**src/rtl/shift_right_seq.sv**
```systemverilog
// Multi-cycle barrel right shifter (SRL/SRA), one power-of-two stage per clock.
module shift_right_seq #(
    parameter int unsigned WIDTH   = 32,
    parameter int unsigned SHAMT_W = 5
) (
    input  logic               clk,
    input  logic               reset,
    input  logic               start,
    input  logic [WIDTH-1:0]   data,
    input  logic [SHAMT_W-1:0] shamt,
    input  logic               arith,
    output logic               busy,
    output logic               done,
    output logic [WIDTH-1:0]   dataOut
);

    localparam int unsigned K_W = (SHAMT_W > 1) ? $clog2(SHAMT_W) : 1;

    typedef enum logic [1:0] {
        ST_IDLE  = 2'd0,
        ST_SHIFT = 2'd1,
        ST_DONE  = 2'd2
    } state_t;

    state_t               state_q, state_d;
    logic [WIDTH-1:0]     work_q, work_d;
    logic [SHAMT_W-1:0]   shamt_q, shamt_d;
    logic                 fill_q, fill_d;
    logic [K_W-1:0]       k_q, k_d;
    logic [WIDTH-1:0]     data_out_q, data_out_d;
    logic                 busy_q, busy_d;
    logic                 done_q, done_d;

    logic [WIDTH-1:0]     stage_res;
    logic [WIDTH-1:0]     stage_out;

    // Current stage: shift by 2^k; sign fill done by shifting the inverted word
    always_comb begin
        stage_res = '0;
        if (fill_q) begin
            stage_res = ~((~work_q) >> (WIDTH'(1) << k_q));
        end else begin
            stage_res = work_q >> (WIDTH'(1) << k_q);
        end
        stage_out = shamt_q[k_q] ? stage_res : work_q;
    end

    // Next-state, datapath and registered-output logic
    always_comb begin
        state_d    = state_q;
        work_d     = work_q;
        shamt_d    = shamt_q;
        fill_d     = fill_q;
        k_d        = k_q;
        data_out_d = data_out_q;

        case (state_q)
            ST_IDLE, ST_DONE: begin
                if (start) begin
                    work_d  = data;
                    shamt_d = shamt;
                    fill_d  = arith & data[WIDTH-1];
                    k_d     = '0;
                    state_d = ST_SHIFT;
                end else begin
                    state_d = ST_IDLE;
                end
            end
            ST_SHIFT: begin
                work_d = stage_out;
                k_d    = k_q + K_W'(1);
                if (k_q == K_W'(SHAMT_W - 1)) begin
                    data_out_d = stage_out;
                    state_d    = ST_DONE;
                end
            end
            default: begin
                state_d = ST_IDLE;
            end
        endcase

        busy_d = (state_d == ST_SHIFT);
        done_d = (state_d == ST_DONE);
    end

    // State and output registers with synchronous reset
    always_ff @(posedge clk) begin
        if (reset) begin
            state_q    <= ST_IDLE;
            work_q     <= '0;
            shamt_q    <= '0;
            fill_q     <= 1'b0;
            k_q        <= '0;
            data_out_q <= '0;
            busy_q     <= 1'b0;
            done_q     <= 1'b0;
        end else begin
            state_q    <= state_d;
            work_q     <= work_d;
            shamt_q    <= shamt_d;
            fill_q     <= fill_d;
            k_q        <= k_d;
            data_out_q <= data_out_d;
            busy_q     <= busy_d;
            done_q     <= done_d;
        end
    end

    assign busy    = busy_q;
    assign done    = done_q;
    assign dataOut = data_out_q;

endmodule

```
**config.mk**
```make
export PLATFORM = sky130hd
export DESIGN_NAME = shift_right_seq
export DESIGN_NICKNAME = d
export VERILOG_FILES = /design/src/rtl/shift_right_seq.sv
export SDC_FILE = /design/constraint.sdc
export NUM_CORES = 1
export LEC_CHECK = 0
export BUFFER_PORTS_ARGS = -buffer_cell sky130_fd_sc_hd__buf_2
export CAP_MARGIN = 20
export CORE_MARGIN = 8
export CORE_UTILIZATION = 37
export DETAILED_ROUTE_END_ITERATION = 16
export GPL_ROUTABILITY_DRIVEN = 0
export PLACE_DENSITY = 0.51
export RECOVER_POWER = 25
export SYNTH_ARGS = -nofsm -noshare
export SYNTH_HDL_FRONTEND = slang
export SYNTH_SLANG_ARGS = --single-unit
```
**constraint.sdc**
```tcl
create_clock -name clk -period 5.28 [get_ports clk]
set_input_delay 0.792 -clock clk [delete_from_list [all_inputs] [get_ports clk]]
set_output_delay 0.792 -clock clk [all_outputs]
set_load 0.005 [all_outputs]
```
==> Word-level counts from Yosys, hierarchy flattened <==
Cells that the tools add are included.
{ "op_classes": {"magnitude_cmp": 1, "shifts": 3, "n_mux": 11, "n_reduce_logical": 6, "bitwise": 3, "eq_ne": 6, "addsub": 1} }
{ "op_table": {"columns": ["operator", "count"], "rows": [
  ["two-way mux 32 bit", 3],
  ["inverter 32 bit", 2],
  ["one-hot mux 32 bit (2 select lines)", 1],
  [">> shifter 32 x 32 -> 32 bit", 2],
  ["<< shifter 1 x 3 -> 32 bit, first input constant", 1],
  ["one-hot mux 3 bit (2 select lines)", 1],
  ["AND reduction 2 bit", 3],
  ["equality test 2 x 1 -> 1 bit, second input constant", 2],
  ["equality test 2 bit, second input constant", 2],
  ["< comparator 3 x 4 -> 1 bit, second input constant", 1],
  ["one-hot mux 2 bit (2 select lines)", 1],
  ["adder 3 x 1 -> 3 bit, second input constant", 1],
  ["binary-select mux 1 bit (select 3 bit)", 1],
  ["equality test 3 bit, second input constant", 1],
  ["two-way mux 3 bit", 1],
  ["logical NOT 2 bit", 1],
  ["two-way mux 1 bit", 2],
  ["two-way mux 2 bit", 1],
  ["inequality test 2 bit, second input constant", 1],
  ["nonzero test 2 bit", 1],
  ["OR reduction 2 bit", 1],
  ["AND 1 bit", 1]
]} }
{ "totals": {"regBits": 77, "out_inout_bits": 34, "in_bits": 41} }

==> Logic depth before layout (Yosys ltp) <==
{ "logic_depth": {"word_depth": 6, "ltp_mapped": 14} }

==> Worst setup path after synthesis <==
Ideal clock, no wire load.
{ "synth_timing": {"path_kind": "flip-flop to flip-flop", "start": "reg k_q[2]", "end": "reg work_q[9]", "path_stages_with_launch": 14, "arrival_ns": 2.665, "setup_ns": 0.091, "setup_slack_ns": 2.524, "cell_sequence": "dfxtp_1 -> buf_6 -> buf_6 -> buf_6 -> buf_6 -> inv_1 -> ha_1 -> buf_2 -> buf_1 -> buf_1 -> nand2_1 -> o311ai_0 -> nor3_1 -> a311oi_1"} }
{ "synth_via": {"elab_chain_len": 6} }
{ "synth_rtl": {"columns": ["element", "line_no", "text"], "rows": [
  ["start: declaration", "29", "logic [K_W-1:0] k_q, k_d;"],
  ["start signal: assignment", "102", "k_q <= k_d;"],
  ["<< shifter 1 x 3 -> 32 bit", "41, 43", null],
  [">> shifter 32 x 32 -> 32 bit", "41", "stage_res = ~((~work_q) >> (WIDTH'(1) << k_q));"],
  ["inverter 32 bit", "41", null],
  ["two-way mux 32 bit", "40", "if (fill_q) begin"],
  ["two-way mux 32 bit (*)", "45", "stage_out = shamt_q[k_q] ? stage_res : work_q;"],
  ["one-hot mux 32 bit (2 select lines) (*)", "57", "case (state_q)"],
  ["end signal: assignment", "99", "work_q <= work_d;"],
  ["end: declaration", "26", "logic [WIDTH-1:0] work_q, work_d;"]
]} }
Every way passes the cells marked *; elsewhere a longest branch is shown, timed or not. The select of a mux whose other input is x is not followed.
A chain may end at the register's enable or synchronous reset.

==> Worst setup path in the final report <==
{ "layout_timing": {"start": "reg k_q[1]", "end": "reg work_q[19]"} }
The elaborated chain is that of the path after synthesis.

==> results_dict.tcl <==
set metrics [dict create \
    status "finished clean" \
    async_reset_ff_share_pct 0 \
    initial_core_util_pct 37.5 \
    drt-vias-per-instance 7.17 \
    met2_length_um 15600 \
    hold_path.class "reg -> reg" \
    numPortBuffers 74 \
    cp.arrival_ns 4.31 \
    cts_tree "done" \
    hp-start "shamt_q[4]$_SDFFE_PP0P_" \
    antenna_left 0 \
    ys_types 97 \
    synth_enable_flop_cells 0 \
    p_per_area_nw_per_um2 254 \
    syn_area_per_cell_um2 7.52 \
    cts.sinks 77 \
    hold_viol 0 \
    p_leak_nw 2.96 \
    rows 53 \
    first_pass_iters 7 \
    worstSetupPathType "reg -> reg" \
    drive_above_1_share_pct 16.9 \
    nets 1088 \
    area_growth_pct 7.38 \
    finalSetupTns_ns 0 \
    n_fill_cell 2285 \
    clockBufferDepth 2 \
    syn_nets 1093 \
    skew_ns 0.00879 \
    dieArea_um2 26200 \
    rsz0062_at_grt "no" \
    drv_slew 0 \
    yosys_warnings 0 \
    path_buf_inv 0 \
    vdd_drop_max_v 0.000200 \
    core_um2 21000 \
    hold_path_depth 2 \
    critPathTopFamily "compound AO/OA/AOI/OAI gates" \
    grt_first_pass_wirelength_um 58300 \
    fin_cells 1321 \
    start_kind "flip-flop" \
    grt_antenna_before_repair 0 \
    reg2reg_depth 8 \
    clk_latency_ns 0.35 \
    cpPeakStageDelay_ns 1.12 \
    syn_inst 1046 \
    fp.dieH_um 162 \
    critPathMaxFanout 33 \
    route.met3.wl_um 5250 \
    grt_use_total_pct 28.9 \
    worst_path_most_repeated_cell "o21ai_0" \
    worstPathRequired_ns 5.55 \
    n_antenna_cell 0 \
    cts_setup_buffers 0 \
    cts_htree_levels 3 \
    post-route-period-util_pct 76.6 \
    timing.critical_path.slowest_stage_cell "nor2b_2" \
    r2r_start "k_q[1]$_SDFFE_PP0P_" \
    cts_root_buf "clkbuf_16" \
    highest_layer "met4" \
    numCtsBuffers 9 \
    drt_wl_total_um 39200 \
    cts-resized-gates 0 \
    setup_viol 0 \
    yosysSeqAreaShare_pct 19.6 \
    path_clk_slew_ns 0.07 \
    wl_per_cell_um 29.7 \
    grt_overflow_total 0 \
    ys_seq_elements 77 \
    synth_area_um2 7870 \
    critPathCaptureType "flip-flop" \
    worst_pin_slew_ns 1.25 \
    timing.fmax_mhz 247 \
    holdPathEnd "shamt_q[4]$_SDFFE_PP0P_" \
    via_count 9470 \
    drt-initial-drc-count 1696 \
    fp.dieW_um 162 \
    hold_buffers 0 \
    wl_met1_um 15500 \
    period_needed_ns 4.04 \
    max-cap-violations 0 \
    drc 0 \
    regToRegSetupSlack_ns 1.24 \
    dpl.cell_count 1305 \
    cp_cell_sequence "ha_2, nor2b_2, a22oi_1, o32ai_1, mux2i_1, o21ai_0, o21ai_0, o221ai_1" \
    grt_pass1_vias 8804 \
    io_pins 75 \
    maxSlewHeadroom_pct 16.3 \
    r2r_end "work_q[19]$_SDFFE_PP0P_" \
    synth_ff_type "dfxtp_1" \
    dpl.hpwl_um 28000 \
    grt_max_degree 59 \
]
==> Yosys cell counts (9+ instances only) <==
cell / instances / area (µm²)
o22ai_1: 24 / 150
inv_1: 10 / 37.5
nor2_1: 81 / 304
mux2_2: 21 / 236
nand3_1: 27 / 135
buf_4: 10 / 75.1
o21ai_0: 71 / 355
mux2i_1: 31 / 310
a22oi_1: 36 / 270
a211oi_1: 16 / 120
dfxtp_1: 77 / 1540
a31oi_1: 19 / 119
nand4_1: 9 / 56.3
a21oi_1: 99 / 495
a32oi_1: 9 / 78.8
o211ai_1: 28 / 210
o32ai_1: 10 / 87.6
buf_2: 34 / 170
nand2_1: 106 / 398
buf_6: 16 / 180
o31ai_1: 12 / 90.1
nor3_1: 26 / 130
nand2b_1: 9 / 56.3
clkbuf_1: 51 / 191
o221ai_1: 19 / 166
==> report_power, final <==
group          switching [W]  internal [W]  total [W]
logic               0.000507      0.000259   0.000766
clock network       0.000267      0.000419   0.000686
registers          0.0000884      0.000607   0.000695
total               0.000863       0.00128    0.00215
==> worst max-delay path by stage <==
stage                     cells past startpoint                      end           startpoint  slack [ns]
final                                         8  work_q[19]$_SDFFE_PP0P_  k_q[1]$_SDFFE_PP0P_        1.24
after global routing                          9  work_q[19]$_SDFFE_PP0P_  k_q[0]$_SDFFE_PP0P_        1.13
after CTS                                     8  work_q[19]$_SDFFE_PP0P_  k_q[1]$_SDFFE_PP0P_        1.39
after detailed placement                      8  work_q[19]$_SDFFE_PP0P_  k_q[1]$_SDFFE_PP0P_        1.43
after global placement                        8  work_q[19]$_SDFFE_PP0P_  k_q[1]$_SDFFE_PP0P_        1.42
after floorplan                              13   work_q[9]$_SDFFE_PP0P_  k_q[2]$_SDFFE_PP0P_        2.52
==> state kept, by name, summed over array words and instances, names as in the netlist <==
register / count
k_q: 3
done: 1
busy: 1
work_q: 32
dataOut: 32
fill_q: 1
state_q: 2
shamt_q: 5
==> per-stage QoR <==
| stage | power [W] | hold slack [ns] | cell area, µm² | setup WS, ns | util (%) |
|---|---|---|---|---|---|
| floorplan | 0.00117 | 0.436 | 7870 | 2.52 | - |
| global placement | 0.00143 | 0.442 | 8150 | 1.42 | 38.9 |
| detailed placement | 0.00142 | 0.449 | 8150 | 1.43 | 38.9 |
| CTS | 0.00210 | 0.458 | 8480 | 1.39 | 40.4 |
| global route | 0.00221 | 0.476 | 8450 | 1.13 | 40.3 |
| finish | 0.00215 | 0.456 | 8450 | 1.24 | 40.3 |
==> metal layers <==
layer	vias up	global-route usage, %
li1	4045	-
met1	4452	38.0
met2	773	40.5
met3	200	8.43
met4	0	18.4
met5	-	0
==> worst register-to-register path, stage by stage, from the launching register on <==
cell and delay, ns:
dfxtp_1 0.47, ha_2 0.76, nor2b_2 1.15, a22oi_1 0.37, o32ai_1 0.48, mux2i_1 0.20, o21ai_0 0.17, o21ai_0 0.16
o221ai_1 0.21
==> final cells by class <==
| cell class | instances | area [µm²] | share of cell area (%) |
|---|---|---|---|
| clock buffer | 10 | 229 | 2.71 |
| timing repair buffer | 106 | 582 | 6.89 |
| clock inverter | 6 | 93.8 | 1.11 |
| tap | 275 | 344 | 4.07 |
| inverter | 12 | 45.0 | 0.533 |
| sequential | 77 | 1540 | 18.3 |
| multi-input combinational | 835 | 5610 | 66.4 |
==> cells in the final DEF (no fill, tap or decap), types with 24 or more instances in the layout <==
master / count
nand2_1: 106
a21oi_1: 99
nor2_1: 79
dfxtp_1: 76
o21ai_0: 71
buf_2: 51
a22oi_1: 36
buf_4: 32
mux2i_1: 31
o211ai_1: 28
nand3_1: 27
nor3_1: 26
o22ai_1: 24
clkbuf_1: 24
==> cell families (layout without fill, tap and decap cells) <==
group	after synthesis	count (layout)	synth area share, %
AO/OA/AOI/OAI	439	439	39.2
AND/OR/NAND/NOR	327	327	21.1
buffers and inverters	134	134	9.30
flip-flops	77	77	19.6
multiplexers	63	63	9.81
adder cells (fa/ha/maj)	6	6	0.954
(Power assumes the default switching activity.)
